### src/rtl/mem_chk_table.sv
// mem_chk_table: expected-write table, DEPTH entries of (address, data).
//   clk            : rising-edge clock
//   we/widx        : write enable and entry index
//   waddr/wdata    : expected address/data written to entry widx
//   ridx           : combinational read index
//   raddr/rdata    : expected address/data of entry ridx (0 if out of range)
// Contents are deliberately not reset.
module mem_chk_table #(
  parameter  int ADDR_W = 32,
  parameter  int DATA_W = 32,
  parameter  int DEPTH  = 8,
  localparam int IDX_W  = $clog2(DEPTH)
) (
  input  logic              clk,
  input  logic              we,
  input  logic [IDX_W-1:0]  widx,
  input  logic [ADDR_W-1:0] waddr,
  input  logic [DATA_W-1:0] wdata,
  input  logic [IDX_W-1:0]  ridx,
  output logic [ADDR_W-1:0] raddr,
  output logic [DATA_W-1:0] rdata
);

  logic [ADDR_W-1:0] addr_mem [DEPTH];
  logic [DATA_W-1:0] data_mem [DEPTH];

  always_ff @(posedge clk) begin
    if (we && (int'(widx) < DEPTH)) begin
      addr_mem[widx] <= waddr;
      data_mem[widx] <= wdata;
    end
  end

  always_comb begin
    raddr = '0;
    rdata = '0;
    if (int'(ridx) < DEPTH) begin
      raddr = addr_mem[ridx];
      rdata = data_mem[ridx];
    end
  end

endmodule

### config.mk
export PLATFORM = sky130hd
export DESIGN_NAME = mem_chk_table
export DESIGN_NICKNAME = d
export VERILOG_FILES = /design/src/rtl/mem_chk_table.sv
export SDC_FILE = /design/constraint.sdc
export NUM_CORES = 1
export LEC_CHECK = 0
export ABC_AREA = 0
export BUFFER_PORTS_ARGS = -buffer_cell sky130_fd_sc_hd__clkbuf_2
export CORE_MARGIN = 2
export CORE_UTILIZATION = 50
export CTS_BUF_LIST = sky130_fd_sc_hd__clkbuf_4
export CTS_CLUSTER_DIAMETER = 100
export DETAILED_ROUTE_END_ITERATION = 16
export GPL_TIMING_DRIVEN = 0
export PLACE_DENSITY = 0.68
export SYNTH_ARGS = -nofsm -noshare
export SYNTH_HDL_FRONTEND = slang
export SYNTH_SLANG_ARGS = --single-unit
export TNS_END_PERCENT = 30
### constraint.sdc
create_clock -name clk -period 16.9 [get_ports clk]
set_input_delay 0.845 -clock clk [delete_from_list [all_inputs] [get_ports clk]]
set_output_delay 0.845 -clock clk [all_outputs]
set_load 0.005 [all_outputs]
After elaboration in Yosys (flattened, before gate mapping)
Memory sizes are Yosys's and may differ from the RTL's.
Cells that the tools add are included.
Storage, ports and cells
  register bits after elaboration: 0
  memory bits (writable): 512
  input port bits: 72
  output and inout port bits: 64
  logic and storage cells: 4
  memories kept: 2
Cells by class
  muxes and demuxes: 2
Memory list
  addr_mem: words 8, width 32, rd ports 1, clocked after Yosys merged registers in 0, write ports 1, RTL line 24  | logic [ADDR_W-1:0] addr_mem [DEPTH];
  data_mem: words 8, width 32, rd ports 1, clocked after Yosys merged registers in 0, write ports 1, RTL line 25  | logic [DATA_W-1:0] data_mem [DEPTH];
Operators with widths (count)
  two-way mux 1 bit: 2

Depth between registers and ports, before layout
Gate-level depths: netlist of the first run.
  depth in word-level cells: 2
  mapped depth: 4
  depth with buffers taken out: 2

Worst setup path before layout of the first run
No wires, ideal clock.
  kind: input-to-reg
  start point: input port widx[1]
  end point: memory addr_mem[0][0], enable pin
  library setup time: 0.565 ns
  arrival: 5.374 ns
  data required time: 16.335 ns
  path slack: 10.960 ns
  stages: 2
  buffers on the path: 0
  cells stage by stage: nand2b_1 -> nor3_1
RTL lines
  from (decl): RTL line 16  | input logic [IDX_W-1:0] widx,
  to (decl): RTL line 24
No word-level cell before the write port.

Worst setup path in the final report of the first run
  start point: input port ridx[1]
  end point: output port raddr[29]
On the way
  word-level cells in the longest chain between the ends: 1
RTL lines
  from (decl): RTL line 19  | input logic [IDX_W-1:0] ridx,
  memory (8 x 32 bit)
  to (decl): RTL line 20  | output logic [ADDR_W-1:0] raddr,
Every way passes these cells.

==> results.md, run 1 <==
- Final ANT Viol Nets: 0
- TritonCTS clock tree: done
- Worst slew pin tran: 0.931 ns
- Commonest non-fill, non-tap cell in the layout: edfxtp_1
- CTS Buf Count: 132
- Global route overflow: 0
- Placed Area: 21100 sq um
- Initial antenna violation count: 4
- Area grow syn2layout: 18.2%
- Placed Cells: 1425
- Most frequent cells in the layout: edfxtp_1, clkbuf_4, clkbuf_2
- Port Buffers: 132
- GRT Util Overall: 19.8%
- Full die area: 40100 sq um
- Max VDD drop: approximately 0.080 mV
- Cell count after synthesis: between 700 and 800
- Share of cells above drive strength 1: 50.5%
- Pre-antenna DRT Iters: 5
- CTS Buffer Depth: 3
- Fin. Hold Viols: 0
- Max Cap Viol: 0
- Mean Syn Cell Area: between 20 and 30 sq um
- FP Rows: 71
- Area occupied by multi-input gates: 3720 sq um
- Hold WC Path Type: primary input to flip-flop
- Syn nets: 824
- Vias/cell: 5.46
- Tmin final: 3.65 ns
- Util after Layout: about 60%
- Critical Path, Cell by Cell: buf_1, clkbuf_1, mux2_2, clkbuf_2
- Lkg Pwr: 7.61 nW
- Total area of sequential cells: around 15000 sq um
- First-pass GRT wire length: around 60000 um
- Post-synthesis sequential area ratio: around four fifths
- Synth unique cells: 12
- Synthesis-stage register bit count: 512
- Clock sink count: 512
- Ys Warns: 0
- CP Class: primary input to primary output
- Number of setup buffers added after CTS: 0
- Max-slew violations: 0
- Design area: 22800 sq um
- CP Launch Type: primary input
- GPL Wtd Cong: 0.702
- Crit path required time: 16.06 ns
- Clk slew on worst S/H paths: around 0.060 ns
- Worst EP arrival: 2.80 ns
- Die Width: 200 um
- DR vias: between 8000 and 9000
- Synth area leaders: edfxtp_1, mux4_2, mux2_2
- Post_cts resized: 0
- Achievable clock frequency: 0.274 GHz
- DRT iter0 DRCs: 592
- Pwr Density: 116 nW/um^2
- Synthesized area: 19300 sq um
- CP max FO: 10
- Vias in the first global route: 9901
- Root buffer cell: clkbuf_4
- # nets final: 1120
- # setup viols final: 0
- RSZ-0062 raised after global routing: false
- Final wirelength: 38100 um
- H-Tree Level Count: 4
- Synth top area share: 79.8%
- Setup TNS: 0 ns
- Largest net degree at the start of global routing: 26
- Initial core utilization: 50.9%
- DP Wirelength: 23800 um
- Max-Slew Margin vs Limit: between 30% and 40%
- Slowest-stage cell, CP: clkbuf_1
- Die height: 200 um
- Post-route insts no fill: 1646
- Critical path endpoint category: primary output
- Fill count: about 2700
- Core box area: around 38000 sq um
- Worst path max stage delay: 0.71 ns
- Design Power: 2.64 mW
- Hold_buf cts: 0
- Synth area leader: edfxtp_1
- Residual DRC: 0
- Io pins: 136
- Routed wire per std cell: 23.2 um
- Status: finished, final reports clean
- Crit share post-route: between 20 and 25%
==> per-stage QoR <==
stage | setup WS (ns) | hold WS (ns)
4_1_cts | 13.17 | 0.252
6_report | 13.25 | 0.335
2_1_floorplan | 10.96 | 0.944
3_3_place_gp | 6.29 | 1.12
3_5_place_dp | 13.17 | 1.12
5_1_grt | 13.14 | 0.269
==> registers in the layout, indices dropped and copies added (netlist names) <==
name / cells
addr_mem: 256
data_mem: 256
==> synthesized netlist by cell type <==
master	n
mux4_2	128
buf_4	3
clkbuf_1	9
nand2_1	2
edfxtp_1	512
buf_1	9
mux2_2	64
nor2_1	6
nand2b_1	3
buf_6	11
buf_2	3
nor3_1	2
==> cell families (layout without fill, tap and decap cells) <==
group / Yosys count / count (layout) / share of synthesized area (%)
buffers and inverters: 35 / 415 / 1.19
flip-flops: 512 / 512 / 79.8
multiplexers: 192 / 192 / 18.7
AND/OR/NAND/NOR: 13 / 13 / 0.305
other: 0 / 3 / 0
==> critical path: cells and delay by family <==
family                 cells  cell delay (ns)
buffers and inverters      3             1.52
muxes                      1             0.42
==> power breakdown <==
part / internal, mW / total (mW) / switching (mW)
sequential: 1.44 / 1.45 / 0.00839
clock: 0.570 / 1.03 / 0.463
combinational: 0.0784 / 0.160 / 0.0815
==> final timing paths <==
kind,from,end,slack [ns],cells after the start
setup / recovery,ridx[1],raddr[29],13.25,4
hold / removal,wdata[14],data_mem[0][14],0.33,1
==> layout make-up <==
class	count	area share [%]
flip-flops and latches	512	67.5
multi-input cells	205	16.3
clock buffers	182	6.00
repair buffers	162	5.13
well taps	511	2.81
clock inverters	36	1.18
plain buffers	35	1.01
diodes	3	0.0330
==> layer usage <==
metal / part of all wire [%] / global-route usage [%] / vias up / wire length (um)
li1: - / - / 3941 / -
met1: 43 / 27.5 / 4706 / 16400
met2: 49 / 30.4 / 296 / 18700
met3: 6.8 / 6.41 / 48 / 2580
met4: 1.2 / 5.95 / 4 / 455
met5: 0.068 / 0 / - / 26
Note: power is estimated with default switching activity, not from simulation.
==> run 2: changes to the inputs <==
- ABC_AREA: 0 -> 1
- PLACE_DENSITY: 0.68 -> 0.7
- clock period: 16.9 -> 3 ns (I/O delays scaled with it)
==> results.md, run 2 <==
- Placed Area: 24200 sq um
- Worst Setup EP: raddr[16]
- Critical Path, Cell by Cell: clkbuf_2, clkbuf_1, clkbuf_1, nand2_1, nand2_1, clkbuf_2
- Design area: 26500 sq um
- Clock sink count: 512
- Die Width: ~220 um
- Initial core utilization: 50.6%
- Logic pwr share: under 10%
- Ys Warns: 0
- Largest net degree at the start of global routing: 28
- GPL Wtd Cong: 0.793
- H-Tree Level Count: 4
- Post-synthesis sequential area ratio: 68.7%
- Clk slew on worst S/H paths: 0.07 ns
- Fin. Hold Viols: 0
- Pre-antenna DRT Iters: 6
- DP Wirelength: 33700 um
- # nets final: 2654
- Post-route insts no fill: 3267
- Full die area: 46500 sq um
- Final wirelength: about 55000 um
- Commonest cells in the netlist: nand2_1, inv_1, edfxtp_1
- Cell count after synthesis: 2230
- Port Buffers: 134
- Io pins: 136
- Final ANT Viol Nets: 0
- FFs w/ async S/R, synth: 0%
- Routed wire per std cell: 16.7 um
- Design Power: 15.2 mW
- Synth area leader: edfxtp_1
- Flop pwr share: a little over half
- Max-slew violations: 0
- Share of cells above drive strength 1: approximately 17%
- Worst EP arrival: between 1.5 and 2 ns
- Max Cap Viol: 0
- Achievable clock frequency: just under 0.5 GHz
- Synth area leaders: edfxtp_1, nand2_1, inv_1
- Mean Syn Cell Area: 10.0 sq um
- Residual DRC: 0
- CP Launch Type: primary input
- Post-synth EDFFs: roughly 500
- Core box area: 44200 sq um
- Pwr Density: 573 nW/um^2
- Critical path endpoint category: primary output
- Top_reg_cell synth: edfxtp_1
- Vias/cell: 4.92
- Worst slew pin tran: just over 0.9 ns
- Hold_ws: 0.156 ns
- Number of setup buffers added after CTS: 0
- Placed Cells: 2973
- Crit path required time: 2.85 ns
- Commonest non-fill, non-tap cell in the layout: nand2_1
- Lkg Pwr: around 13 nW
- Largest regs: addr_mem (256), data_mem (256)
- Slowest-stage cell, CP: clkbuf_1
- CTS Buf Count: 132
- Die height: 216 um
- Clock share of power: a little under two fifths
- Sw power: 3.59 mW
- Synthesized area: about 22000 sq um
- Max-Slew Margin vs Limit: a little under two fifths
- Tmin final: 2.08 ns
- CTS Buffer Depth: 3
- Root buffer cell: clkbuf_4
- Leading cell type by number of instances after synthesis: nand2_1
- Synth unique cells: 11
- Global route overflow: 0
- Post_cts resized: 0
- Synth top area share: 68.7%
- Worst path max stage delay: 0.65 ns
- Max VDD drop: 0.245 mV
- GRT Util Overall: 23.7%
- Critical Path Source: ridx[2]
- TritonCTS clock tree: done
- FP Rows: 77
- Vias in the first global route: between 15000 and 20000
- DRT iter0 DRCs: 1447
- CP max FO: 10
- Most frequent cells in the layout: nand2_1, inv_1, edfxtp_1
- Synthesis-stage register bit count: 512
- Crit share post-route: between 60% and 70%
- DR vias: 16100
- Area grow syn2layout: 18.4%
- CP Class: primary input to primary output
- # setup viols final: 0
- First-pass GRT wire length: 83500 um
- RSZ-0062 raised after global routing: false
- Initial antenna violation count: 4
- Pint: 11.6 mW
- Syn nets: 2302
- Sw Share: 23.7%
- Status: finished, final reports clean
- Hold WC Path Type: primary input to flip-flop
run 2: changes by cell type after synthesis, moves of 3 or more:
cell and change:
buf_4 +15, nand3_1 +256, buf_1 -5, buf_2 +51, nand2b_1 -3, mux4_2 -128, mux2_2 -64, nand2_1 +836
inv_1 +516
run 2: cell type report:
class / count / area, sq um
clock buffers: 194 / 1460
clock inverters: 30 / 143
multi-input cells: 1102 / 4520
flip-flops and latches: 512 / 15400
well taps: 592 / 741
inverters: 518 / 1940
diodes: 3 / 7.51
repair buffers: 218 / 1700
fillers: 3551 / 17700
plain buffers: 98 / 601
run 2: layer usage:
metal | vias to the layer above | global-route usage [%] | share of wire [%]
met4 | 2 | 11.9 | 3.2
met1 | 7500 | 30.2 | 40
met2 | 729 | 38.7 | 48
li1 | 7707 | - | -
met3 | 126 | 5.10 | 8.9
met5 | - | 0 | 0.020
run 2: timing repair:
action,4_1_cts,5_1_grt
setup endpoints to repair,0,0
hold endpoints to repair,616,0
hold buffers,67,0
run 2: cell families (layout without fill, tap and decap cells):
kind of cell	after synthesis	in the layout	synth area share (%)
buffers and inverters	616	1058	11.4
AND/OR/NAND/NOR	1102	1102	19.9
other	0	3	0
flip-flops	512	512	68.7
run 2: worst max-delay path: cells and delay by family:
family / cells / cell delay, ns
buffers and inverters: 4 / 1.48
and+or+nand+nor: 2 / 0.28
run 2: stage by stage:
step | util, % | setup TNS [ns] | worst slack (ns)
after floorplan | - | -226.05 | -0.456
after global placement | 53.8 | -1588.63 | -3.22
after detailed placement | 54.7 | 0 | 0.785
after CTS | 59.9 | 0 | 0.959
after global routing | 59.9 | 0 | 0.851
final | 59.9 | 0 | 0.919
run 2: power by group through the flow:
| stage | clock [mW] | sequential [mW] | combinational (mW) |
|---|---|---|---|
| 2_1_floorplan | 0 | 8.32 | 0.663 |
| 3_3_place_gp | 0 | 8.34 | 1.13 |
| 3_5_place_dp | 0 | 8.32 | 1.21 |
| 4_1_cts | 5.80 | 8.16 | 1.29 |
| 5_1_grt | 6.23 | 8.18 | 1.42 |
| 6_report | 5.72 | 8.16 | 1.29 |
run 2: worst min-delay path by stage:
stage               slack, ns         endpoint  startpoint  depth (start not counted)
finish                   0.16   addr_mem[6][8]    waddr[8]                          2
global route              0.1  addr_mem[0][13]   waddr[13]                          2
CTS                      0.07  addr_mem[3][20]   waddr[20]                          2
detailed placement       0.43  data_mem[3][15]   wdata[15]                          1
global placement         0.42  addr_mem[6][10]   waddr[10]                          1
floorplan                0.25   addr_mem[0][0]    waddr[0]                          0
==> run 3: changes to the inputs <==
- ABC_AREA: 1 -> 0
- PLACE_DENSITY: 0.7 -> 0.68
- clock period: 3 -> 2 ns (I/O delays scaled with it)
==> results.md, run 3 (same netlist as run 1, synthesis figures left out) <==
- DR vias: between 9000 and 10000
- Worst slew pin tran: around 0.90 ns
- DRT iter0 DRCs: 728
- GRT Util Overall: 19.9%
- Full die area: between 40000 and 50000 sq um
- Fin. Hold Viols: 0
- Pre-antenna DRT Iters: 4
- CTS Buf Count: 119
- Max-slew violations: 0
- Number of setup buffers added after CTS: 0
- First-pass GRT wire length: 58900 um
- Placed Area: 21200 sq um
- Lkg Pwr: 8.00 nW
- Critical path endpoint category: primary output
- Pwr Density: 924 nW/um^2
- Util after Layout: 62.3%
- H-Tree Level Count: 3
- Logic pwr share: approximately 7%
- Share of cells above drive strength 1: 46.9%
- Commonest non-fill, non-tap cell in the layout: edfxtp_1
- Vias/cell: about 5.4
- Clock sink count: 512
- Fill count: 2684
- Routed wire per std cell: 22.9 um
- Final wirelength: 39200 um
- CP Class: flip-flop to primary output
- Initial antenna violation count: 2
- Design area: 23600 sq um
- Hold WC Path Type: primary input to flip-flop
- Sw power: 4.76 mW
- Post-route insts no fill: 1713
- Largest regs: addr_mem (256), data_mem (256)
- Clock share of power: 36.7%
- Setup TNS: -7.50 ns
- CTS Buffer Depth: 3
- TritonCTS clock tree: done
- Pre-CTS setup slack: -0.159 ns
- Flop pwr share: between 50% and 60%
- Crit path required time: 1.90 ns
- Worst EP arrival: about 2.1 ns
- Clk slew on worst S/H paths: approximately 0.070 ns
- Max Cap Viol: 0
- Max VDD drop: about 0.65 mV
- Pint: around 17 mW
- FP Rows: between 70 and 80
- Core box area: 37800 sq um
- Max-Slew Margin vs Limit: 39.9%
- CP Launch Type: flip-flop
- Final worst slack: -0.237 ns
- Status: finished, violations left
- Area grow syn2layout: 22.5%
- Root buffer cell: clkbuf_4
- Achievable clock frequency: 0.447 GHz
- Final ANT Viol Nets: 0
- Sw Share: 21.8%
- Initial core utilization: between 50% and 60%
- DP Wirelength: 23300 um
- Most frequent cells in the layout: edfxtp_1, clkbuf_4, clkbuf_2
- Die Width: ~200 um
- GPL Wtd Cong: between 0.6 and 0.7
- Io pins: 136
- Crit share post-route: 112%
- Die height: 200 um
- Port Buffers: 132
- Largest net degree at the start of global routing: 25
- Hold_ws: 0.109 ns
- Vias in the first global route: 9819
- Residual DRC: 0
- Placed Cells: 1421
- # setup viols final: 64
- Failing checks: setup timing
- RSZ-0062 raised after global routing: true
- Tmin final: between 2 and 2.5 ns
- # nets final: 1173
- Design Power: 21.8 mW
- Global route overflow: 0
- CP max FO: 1
-- run 3: changes by cell type in the layout (fill, tap and decap cells not counted), sizes merged, moves of 2 or more --
| cell | before | now |
|---|---|---|
| nand2 | 838 | 2 |
| inv | 520 | 0 |
| nand3 | 256 | 0 |
| mux4 | 0 | 128 |
| mux2 | 0 | 64 |
| buf | 106 | 51 |
| clkbuf | 337 | 311 |
| clkinv | 27 | 44 |
| clkinvlp | 0 | 5 |
| dlygate4sd3 | 67 | 70 |
| nand2b | 0 | 3 |
| nor2 | 8 | 6 |
| nor3 | 0 | 2 |
-- run 3: what timing repair did --
item                                    CTS  global route
resized for setup                        21            19
endpoints found under the hold margin   743            34
hold buffers                             70             1
endpoints found under the setup margin   64           119
cloned                                    0             0
-- run 3: per-layer routing --
metal,vias up,global-route usage (%),routed length (um),share of wire (%)
li1,4048,-,-,-
met1,4814,28.9,17200,44
met2,321,30.4,18900,48
met3,45,5.40,2660,6.8
met4,2,5.05,502,1.3
met5,-,0,7,0.018
-- run 3: area by class of cell --
type / instances / area [sq um] / share of cell area (%)
flip-flops and latches: 512 / 15400 / 65.2
multi-input cells: 205 / 3890 / 16.5
repair buffers: 228 / 1920 / 8.16
clock buffers: 170 / 1280 / 5.41
well taps: 511 / 639 / 2.71
clock inverters: 50 / 248 / 1.05
plain buffers: 35 / 236 / 1.00
diodes: 2 / 5.00 / 0.0212
-- run 3: critical path, stage by stage (launching register included) --
cell      delay [ns]
edfxtp_1        0.40
mux4_2          0.53
mux2_2          0.29
clkbuf_2        0.12
-- run 3: worst paths after layout --
check	from	endpoint	slack [ns]	cells after the start
worst max-delay path	addr_mem[5][13]	raddr[13]	-0.24	3
worst min-delay path	waddr[2]	addr_mem[7][2]	0.11	2
-- run 3: power groups by stage --
stage	clock (mW)	combinational, mW	sequential, mW
finish	8.01	1.56	12.2
global route	8.79	1.68	12.3
CTS	8.22	1.56	12.2
detailed placement	0	1.40	12.5
global placement	0	1.31	12.5
floorplan	0	0.758	12.5
